**src/rtl/bit_pack_pkg.sv**
```systemverilog
// Shared constants and helpers for the bit packer.
// Widths: 32-bit words, fields of up to 15 bits, 47-bit accumulator.
// Optional build macro BIT_PACK_MSB_FIRST_EN selects MSB-first packing.
package bit_pack_pkg;

  localparam int WORD_W = 32;
  localparam int LEN_W  = 4;
  localparam int DATA_W = 15;
  localparam int ACC_W  = WORD_W + DATA_W;
  localparam int CNT_W  = 6;

  // Low-order mask covering the first len bits of a field.
  function automatic logic [DATA_W-1:0] len_mask(input logic [LEN_W-1:0] len);
    logic [DATA_W:0] m;
    m = ((DATA_W+1)'(1) << len) - (DATA_W+1)'(1);
    return m[DATA_W-1:0];
  endfunction

endpackage

```
**src/rtl/bit_pack_align.sv**
```systemverilog
// Combinational field alignment: masks a field, shifts it into the accumulator, forms output words.
// Latency: zero (pure combinational).
// Backpressure: none; BIT_PACK_MSB_FIRST_EN reverses bit order within fields and within words.
module bit_pack_align
  import bit_pack_pkg::*;
(
  input  logic [ACC_W-1:0]  acc,
  input  logic [CNT_W-1:0]  cnt,
  input  logic [LEN_W-1:0]  len,
  input  logic [DATA_W-1:0] data,
  output logic [ACC_W-1:0]  nxt,
  output logic [CNT_W-1:0]  ncnt,
  output logic [WORD_W-1:0] full_word,
  output logic [WORD_W-1:0] part_word
);

  logic [DATA_W-1:0] masked;
  logic [DATA_W-1:0] field;
  logic [WORD_W:0]   pad_mask;
  logic [WORD_W-1:0] s_full;
  logic [WORD_W-1:0] s_part;

  // The accumulator always holds the bit stream oldest-first at bit 0;
  // MSB-first mode only changes how fields enter and how words leave.
  always_comb begin
    masked = data & len_mask(len);
    field  = '0;
`ifdef BIT_PACK_MSB_FIRST_EN
    for (int i = 0; i < DATA_W; i++) begin
      if (i < int'(len)) field[i] = masked[int'(len) - 1 - i];
    end
`else
    field = masked;
`endif
    nxt      = acc | (ACC_W'(field) << cnt);
    ncnt     = cnt + CNT_W'(len);
    pad_mask = ((WORD_W+1)'(1) << ncnt) - (WORD_W+1)'(1);
    s_full   = nxt[WORD_W-1:0];
    s_part   = s_full & pad_mask[WORD_W-1:0];
    full_word = s_full;
    part_word = s_part;
`ifdef BIT_PACK_MSB_FIRST_EN
    for (int j = 0; j < WORD_W; j++) begin
      full_word[WORD_W-1-j] = s_full[j];
      part_word[WORD_W-1-j] = s_part[j];
    end
`endif
  end

endmodule

```
**src/rtl/bit_pack.sv**
```systemverilog
// Repacks 0..15-bit fields into dense 32-bit words; flush emits a zero-padded partial word.
// Latency: 1 cycle from input edge to pushout strobe; one-deep pending flush when a full word wins.
// Backpressure: none, push-only; cannot overflow. Macro BIT_PACK_MSB_FIRST_EN selects MSB-first order.
module bit_pack
  import bit_pack_pkg::*;
(
  input  logic              clk,
  input  logic              rst,
  input  logic              pushin,
  input  logic [LEN_W-1:0]  lenin,
  input  logic [DATA_W-1:0] datain,
  input  logic              flushin,
  output logic              pushout,
  output logic [WORD_W-1:0] dataout,
  output logic [5:0]        validbits
);

  logic [ACC_W-1:0]  acc, acc_n, nxt;
  logic [CNT_W-1:0]  cnt, cnt_n, ncnt;
  logic              flush_pend, flush_pend_n;
  logic [LEN_W-1:0]  eff_len;
  logic [WORD_W-1:0] full_word, part_word;
  logic              emit;
  logic [WORD_W-1:0] word_n;
  logic [5:0]        vb_n;
  logic              flush_req;

  assign eff_len = pushin ? lenin : '0;

  bit_pack_align u_align (
    .acc       (acc),
    .cnt       (cnt),
    .len       (eff_len),
    .data      (datain),
    .nxt       (nxt),
    .ncnt      (ncnt),
    .full_word (full_word),
    .part_word (part_word)
  );

  // Decide between full word, partial flush word or plain accumulation.
  always_comb begin
    flush_req    = flushin | flush_pend;
    acc_n        = nxt;
    cnt_n        = ncnt;
    flush_pend_n = 1'b0;
    emit         = 1'b0;
    word_n       = full_word;
    vb_n         = 6'd32;
    if (ncnt >= CNT_W'(WORD_W)) begin
      // Full word wins; any flush request waits one cycle.
      emit         = 1'b1;
      acc_n        = nxt >> WORD_W;
      cnt_n        = ncnt - CNT_W'(WORD_W);
      flush_pend_n = flush_req;
    end else if (flush_req) begin
      if (ncnt != '0) begin
        emit   = 1'b1;
        word_n = part_word;
        vb_n   = ncnt;
        acc_n  = '0;
        cnt_n  = '0;
      end
    end
  end

  // Accumulator state and registered output strobe/word.
  always_ff @(posedge clk or negedge rst) begin
    if (!rst) begin
      acc        <= '0;
      cnt        <= '0;
      flush_pend <= 1'b0;
      pushout    <= 1'b0;
      dataout    <= '0;
      validbits  <= '0;
    end else begin
      acc        <= acc_n;
      cnt        <= cnt_n;
      flush_pend <= flush_pend_n;
      pushout    <= emit;
      if (emit) begin
        dataout   <= word_n;
        validbits <= vb_n;
      end
    end
  end

endmodule

```
**config.mk**
```make
export PLATFORM = sky130hd
export DESIGN_NAME = bit_pack
export DESIGN_NICKNAME = d
export VERILOG_FILES = /design/src/rtl/bit_pack_pkg.sv /design/src/rtl/bit_pack_align.sv /design/src/rtl/bit_pack.sv
export SDC_FILE = /design/constraint.sdc
export NUM_CORES = 1
export LEC_CHECK = 0
export CAP_MARGIN = 20
export CORE_ASPECT_RATIO = 1.25
export CORE_MARGIN = 4
export CORE_UTILIZATION = 40
export DETAILED_ROUTE_END_ITERATION = 16
export DONT_BUFFER_PORTS = 1
export PLACE_DENSITY = 0.54
export SYNTH_ARGS = -nofsm -noshare
export SYNTH_HDL_FRONTEND = slang
export SYNTH_SLANG_ARGS = --single-unit
```
**constraint.sdc**
```tcl
create_clock -name clk -period 12 [get_ports clk]
set_input_delay 1.8 -clock clk [delete_from_list [all_inputs] [get_ports clk]]
set_output_delay 1.8 -clock clk [all_outputs]
set_load 0.02 [all_outputs]
```
==> impl_metrics.py, run 1 <==
metrics = {
    "route": {
        "first_pass_iters": 5,
        "postRouteAntennaNets": 0,
        "vias": 5566,
        "post_drt_wl_per_cell_um": 24.47,
        "routed_wl_um": 20710,
        "drt_first_iter_violations": 568,
        "post_drt_via_cell_ratio": 6.579,
        "drc": 0,
    },
    "clock_tree": {
        "cts_tree": "done",
        "clk_pin_slew_ps": 70,
        "clkSinkCount": 93,
        "cts_buffer_depth": 2,
        "cts_setup_buffers": 0,
        "clock_tree.root_cell": "clkbuf_16",
        "numCtsBuffers": 9,
        "htree_levels": 3,
        "cts-hold-fix-buffers": 0,
        "clk_latency_ps": 350,
        "postCtsResizedCells": 0,
    },
    "power": {
        "power_density_nw_per_um2": 261.5,
        "p_leak_nw": 2.594,
        "vdd_drop_max_mv": 0.09049,
    },
    "critical_path": {
        "crit_cells": 12,
        "slowest_delay_ps": 1030,
        "path_class": "reg -> reg",
        "r2r_start": "cnt[0]$_DFF_PN0_",
        "worst-path-buf-inv": 1,
        "cp_slowest_cell": "dfrtp_1",
        "endpoint": "dataout[30]$_DFFE_PN0P_",
        "rr_worst_depth": 12,
        "cp_top_family": "compound AO/OA/AOI/OAI gates",
        "cp-end-kind": "flop",
        "start_kind": "flop",
        "cp_max_fo": 33,
        "cp_cell_sequence": "clkinv_1, nor2_1, ha_1, and4b_1, a21oi_1, nor2_1, nand3_1, ha_1, o21ai_1, o21ai_0, a31oi_1, a211oi_1",
        "r2r_setup_slack_ps": 6310,
        "crit_start": "cnt[0]$_DFF_PN0_",
        "cp_data_arrival_time_ps": 5950,
        "critPathRequiredTime_ps": 12260,
        "worstReg2RegEnd": "dataout[30]$_DFFE_PN0P_",
    },
    "logic_synthesis": {
        "ys_warn_count": 0,
        "synth_ff_type": "dfrtp_1",
        "synth_top_area_cell": "dfrtp_1",
        "netlist_instances": 698,
        "synth-seq-cells": 93,
        "yosysSeqAreaShare_pct": 39.08,
        "netlist_area_um2": 5956,
        "synth_nets": 725,
        "synth_cell_types": 77,
        "synthArstFlopShare_pct": 100.0,
        "yosysTopAreaCellShare_pct": 39.08,
        "synth.avg_cell_area_um2": 8.533,
        "synthTopCellsByArea": "dfrtp_1, nor2_1, a21oi_1",
        "synth_edf_count": 0,
    },
    "floorplanning": {
        "die_w_um": 117.1,
        "die_area_um2": 16920,
        "initial_core_util_pct": 41.16,
        "die_h_um": 144.4,
        "core_um2": 14470,
        "top_level_ports": 62,
        "rows": 49,
    },
    "timing": {
        "finalCriticalPeriod_ps": 5690,
        "timing.final.crit_share_pct": 47.42,
        "setup_slack_ps": 6310,
        "rsz0062_at_grt": "false",
        "slew_viol_final": 0,
        "setup-tns-final_ps": 0,
        "worstMarginPinSlew_ps": 1039,
        "setup_viol": 0,
        "hold_viol_final": 0,
        "worst_clock_skew_ps": 9.902,
        "hold_ws_ps": 484.1,
        "fmax_mhz": 175.7,
        "relSlewSlack_pct": 30.72,
    },
    "cells_and_area": {
        "instances_no_fill": 846,
        "final_util_pct": 43.67,
        "antenna_cells": 0,
        "nNetsFinal": 690,
        "drive_above_1_share_pct": 8.533,
        "syn2layout_area_growth_pct": 6.092,
    },
    "run": {
        "max_cap_violations": 0,
    },
    "global_route": {
        "antenna_found_initial": 0,
        "first_global_vias": 5224,
        "grt.overflow.total": 0,
        "grt_pass1_wl_um": 31530,
        "grt_util_all_layers_pct": 24.75,
        "grt_max_degree": 94,
    },
    "place": {
        "placed_cells": 830,
        "gp_congestion": 0.9186,
        "place_ws_ps": 6282,
        "dp.final_hpwl_um": 14930,
        "port_buffers": 0,
    },
    "status": {
        "status": "complete, no violations",
    },
    "min_path": {
        "min_path_type": "reg -> reg",
    },
}
stage by stage:
stage               total power, mW  cell area (um2)
detailed placement            1.352             6020
floorplan                     1.104             5956
finish                        1.652             6319
global placement              1.348             6012
global route                  1.746             6319
CTS                           1.644             6319
state kept, by name (all words and copies together) (netlist names):
signal / count
acc: 47
dataout: 32
cnt: 6
validbits: 6
flush_pend: 1
pushout: 1
synth_stat cells (4+ instances only):
cell and instances:
a211oi_1 12, a21o_1 7, a21oi_1 56, a221o_1 5, a221oi_1 19, a22o_1 12
a22oi_1 5, a311oi_1 4, a31oi_1 18, and2_1 10, and3_1 5, buf_2 16
clkbuf_1 35, dfrtp_1 93, ha_1 4, inv_1 11, mux2_2 10, mux2i_1 5
nand2_1 70, nand2b_1 8, nand3_1 18, nand4_1 7, nor2_1 81, nor2b_1 7
nor3_1 11, o211a_1 4, o211ai_1 4, o21a_1 5, o21ai_0 36, o21ai_1 5
o22ai_1 20, o31a_1 4, o31ai_1 19, xnor2_1 7
metal layers:
metal	share of wire, %	global-route usage [%]	vias to the layer above
met5	0	0	-
met4	2.7	8.635	0
met3	6.8	4.395	29
met2	48	39.93	226
met1	42	33.36	2758
li1	-	-	2553
layout by cell type, fill, tap and decap left out, types with 5 or more instances in the layout:
cell type  count
nor2_1        81
mux2i_1        5
nand3_1       18
mux2_2        10
nand4_1        7
and2_1        10
a22o_1        12
o21a_1         5
a221o_1        5
nand2b_1       8
a21o_1         7
o21ai_0       36
and3_1         5
dfrtp_1       93
a21oi_1       56
xnor2_1        7
clkbuf_16      9
nor2b_1        7
o31ai_1       19
nor3_1        11
a211oi_1      12
a31oi_1       18
a221oi_1      19
nand2_1       70
o21ai_1        5
inv_1         11
o22ai_1       20
buf_4         10
a22oi_1        5
kinds of logic after synthesis:
group | synth area share (%)
AOI/OAI and AO/OA | 30.34
xor gates and xnor gates | 1.177
adders and majority gates | 0.8404
buffers and inverters | 5.000
DFF | 39.08
muxes | 3.866
other | 0.06296
and+or+nand+nor | 19.64
final cells by class:
type / instances / area (um2)
clock buffer: 9 / 225.2
clock inverter: 7 / 73.82
fill: 1437 / 8150
inverter: 14 / 52.55
multi-input combinational: 535 / 3342
sequential: 93 / 2327
tap: 178 / 222.7
timing repair buffer: 10 / 75.07
report_power, final:
group	leakage, nW	internal (mW)	switching (mW)
Combinational	1.19	0.279	0.561
Sequential	1.26	0.386	0.139
Clock	0.147	0.148	0.140
worst register-to-register path, stage by stage (launching register included):
cell      delay, ps
dfrtp_1        1030
clkinv_1        800
nor2_1          270
ha_1            590
and4b_1         270
a21oi_1         530
nor2_1          230
nand3_1         120
ha_1            560
o21ai_1         360
o21ai_0         430
a31oi_1         140
a211oi_1        260
worst min path at each step:
stage | start | end | slack [ps] | depth (start not counted)
final | acc[30]$_DFF_PN0_ | acc[30]$_DFF_PN0_ | 480 | 2
after global routing | acc[30]$_DFF_PN0_ | acc[30]$_DFF_PN0_ | 510 | 2
after CTS | acc[30]$_DFF_PN0_ | acc[30]$_DFF_PN0_ | 490 | 2
after detailed placement | acc[30]$_DFF_PN0_ | acc[30]$_DFF_PN0_ | 470 | 2
after global placement | acc[39]$_DFF_PN0_ | acc[39]$_DFF_PN0_ | 470 | 2
after floorplan | acc[31]$_DFF_PN0_ | acc[31]$_DFF_PN0_ | 450 | 2
Power figures use the tool's default switching activity.
==> run 2: changes to the inputs <==
Settings changed: PLACE_DENSITY 0.54 to 0.56.
Clock period 12 ns to 4.75 ns, I/O delays scaled along.
==> impl_metrics.py, run 2 (synthesis gave the netlist of run 1 again) <==
metrics = {
    "status": {
        "status": "complete, no violations",
    },
    "global_route": {
        "grt_max_degree": 94,
        "grt.overflow.total": 0,
        "first_global_vias": 5310,
        "grt_pass1_wl_um": 32200,
        "antenna_found_initial": 0,
        "grt_util_all_layers_pct": 25.20,
    },
    "floorplanning": {
        "rows": 49,
        "die_w_um": 117.1,
        "die_area_um2": 16920,
        "core_um2": 14470,
        "initial_core_util_pct": 41.16,
        "top_level_ports": 62,
        "die_h_um": 144.4,
    },
    "timing": {
        "worstMarginPinSlew_ps": 981.1,
        "worst_clock_skew_ps": 5.381,
        "setup_slack_ps": 750.2,
        "timing.final.crit_share_pct": 84.21,
        "rsz0062_at_grt": "false",
        "hold_viol_final": 0,
        "slew_viol_final": 0,
        "setup-tns-final_ps": 0,
        "fmax_mhz": 250.0,
        "setup_viol": 0,
        "finalCriticalPeriod_ps": 4000,
        "relSlewSlack_pct": 34.35,
    },
    "run": {
        "max_cap_violations": 0,
    },
    "clock_tree": {
        "htree_levels": 3,
        "clk_pin_slew_ps": 70,
        "postCtsResizedCells": 0,
        "clkSinkCount": 93,
        "cts_setup_buffers": 0,
        "cts-hold-fix-buffers": 0,
        "cts_buffer_depth": 2,
        "cts_tree": "done",
        "numCtsBuffers": 9,
        "clock_tree.root_cell": "clkbuf_16",
        "clk_latency_ps": 340,
    },
    "critical_path": {
        "cp_max_fo": 25,
        "r2r_setup_slack_ps": 970,
        "cp-end-kind": "flop",
        "rr_worst_depth": 11,
        "critPathRequiredTime_ps": 5000,
        "path_class": "in -> reg",
        "start_kind": "input port",
        "cp_data_arrival_time_ps": 4250,
    },
    "route": {
        "postRouteAntennaNets": 0,
        "vias": 5656,
        "drt_first_iter_violations": 564,
        "first_pass_iters": 5,
        "drc": 0,
        "post_drt_wl_per_cell_um": 24.24,
        "post_drt_via_cell_ratio": 6.561,
        "routed_wl_um": 20890,
    },
    "place": {
        "dp.final_hpwl_um": 15200,
        "place_ws_ps": 406.1,
        "gp_congestion": 0.9191,
        "placed_area_um2": 6140,
        "port_buffers": 0,
        "placed_cells": 846,
    },
    "power": {
        "power_density_nw_per_um2": 670.8,
        "p_leak_nw": 2.679,
        "vdd_drop_max_mv": 0.2555,
    },
    "cells_and_area": {
        "top_register": "acc",
        "largest_registers": "acc: 47 flops, dataout: 32 flops",
        "nNetsFinal": 706,
        "drive_above_1_share_pct": 10.67,
        "antenna_cells": 0,
        "stdcell_area_um2": 6464,
        "regArea_um2": 2327,
        "instances_no_fill": 862,
        "fillerInstances": 1450,
        "layout_common_cells": "dfrtp_1, nor2_1, nand2_1",
        "syn2layout_area_growth_pct": 8.529,
        "multi_input_area_um2": 3342,
        "final_common_cell": "dfrtp_1",
        "largest_register_ffs": 47,
    },
    "min_path": {
        "min_path_type": "in -> async",
    },
}
## run 2: cell types whose count changed in the layout (fill, tap and decap cells not counted), sizes merged
cell      delta
buf         +16
bufinv       +2
clkinvlp     +1
inv          -3
## run 2: metal layers
layer  wire length (um)  share of wire [%]  GRT usage (%)  vias to the layer above
li1                   -                  -              -                     2579
met5                  0                  0              0                        -
met2               9872                 47          39.57                      243
met1               8603                 41          33.56                     2785
met3               1232                5.9          3.391                       49
met4               1184                5.7          13.47                        0
## run 2: cell type report
class                   count  area share [%]
flip-flops and latches     93           36.00
well taps                 178           3.446
inverters                  14          0.8130
clock inverters             7           1.529
multi-input cells         535           51.70
repair buffers             26           3.020
clock buffers               9           3.484
## run 2: final timing paths
| kind | startpoint | to |
|---|---|---|
| hold reg to reg | acc[31]$_DFF_PN0_ | acc[31]$_DFF_PN0_ |
| min in group clk | acc[31]$_DFF_PN0_ | acc[31]$_DFF_PN0_ |
| setup / recovery | lenin[1] | dataout[17]$_DFFE_PN0P_ |
| hold / removal | rst | dataout[2]$_DFFE_PN0P_ |
| max in group asynchronous | rst | acc[45]$_DFF_PN0_ |
| setup reg to reg | cnt[3]$_DFF_PN0_ | dataout[30]$_DFFE_PN0P_ |
## run 2: worst max-delay path, cell delays in order
cell      delay, ps
nor3_1          280
nand3_1         200
ha_1            480
or4b_1          560
a211oi_2        280
o21ai_1         190
mux4_2          510
o21ai_1         390
nand2b_1        170
a31oi_1         170
o31ai_1         290
## run 2: per-stage QoR
stage,hold WS (ps),util [%],power [mW]
2_1_floorplan,416.9,-,2.789
3_3_place_gp,419.0,42.43,3.523
3_5_place_dp,418.9,42.43,3.538
4_1_cts,53.09,44.67,4.332
5_1_grt,44.40,44.67,4.601
6_report,62.70,44.67,4.336
## run 2: power by group
group          switching [mW]  total, mW  internal, mW
logic                    1.53       2.31         0.780
clock network           0.313      0.777         0.464
registers               0.273       1.25         0.978
total                    2.11       4.34          2.22
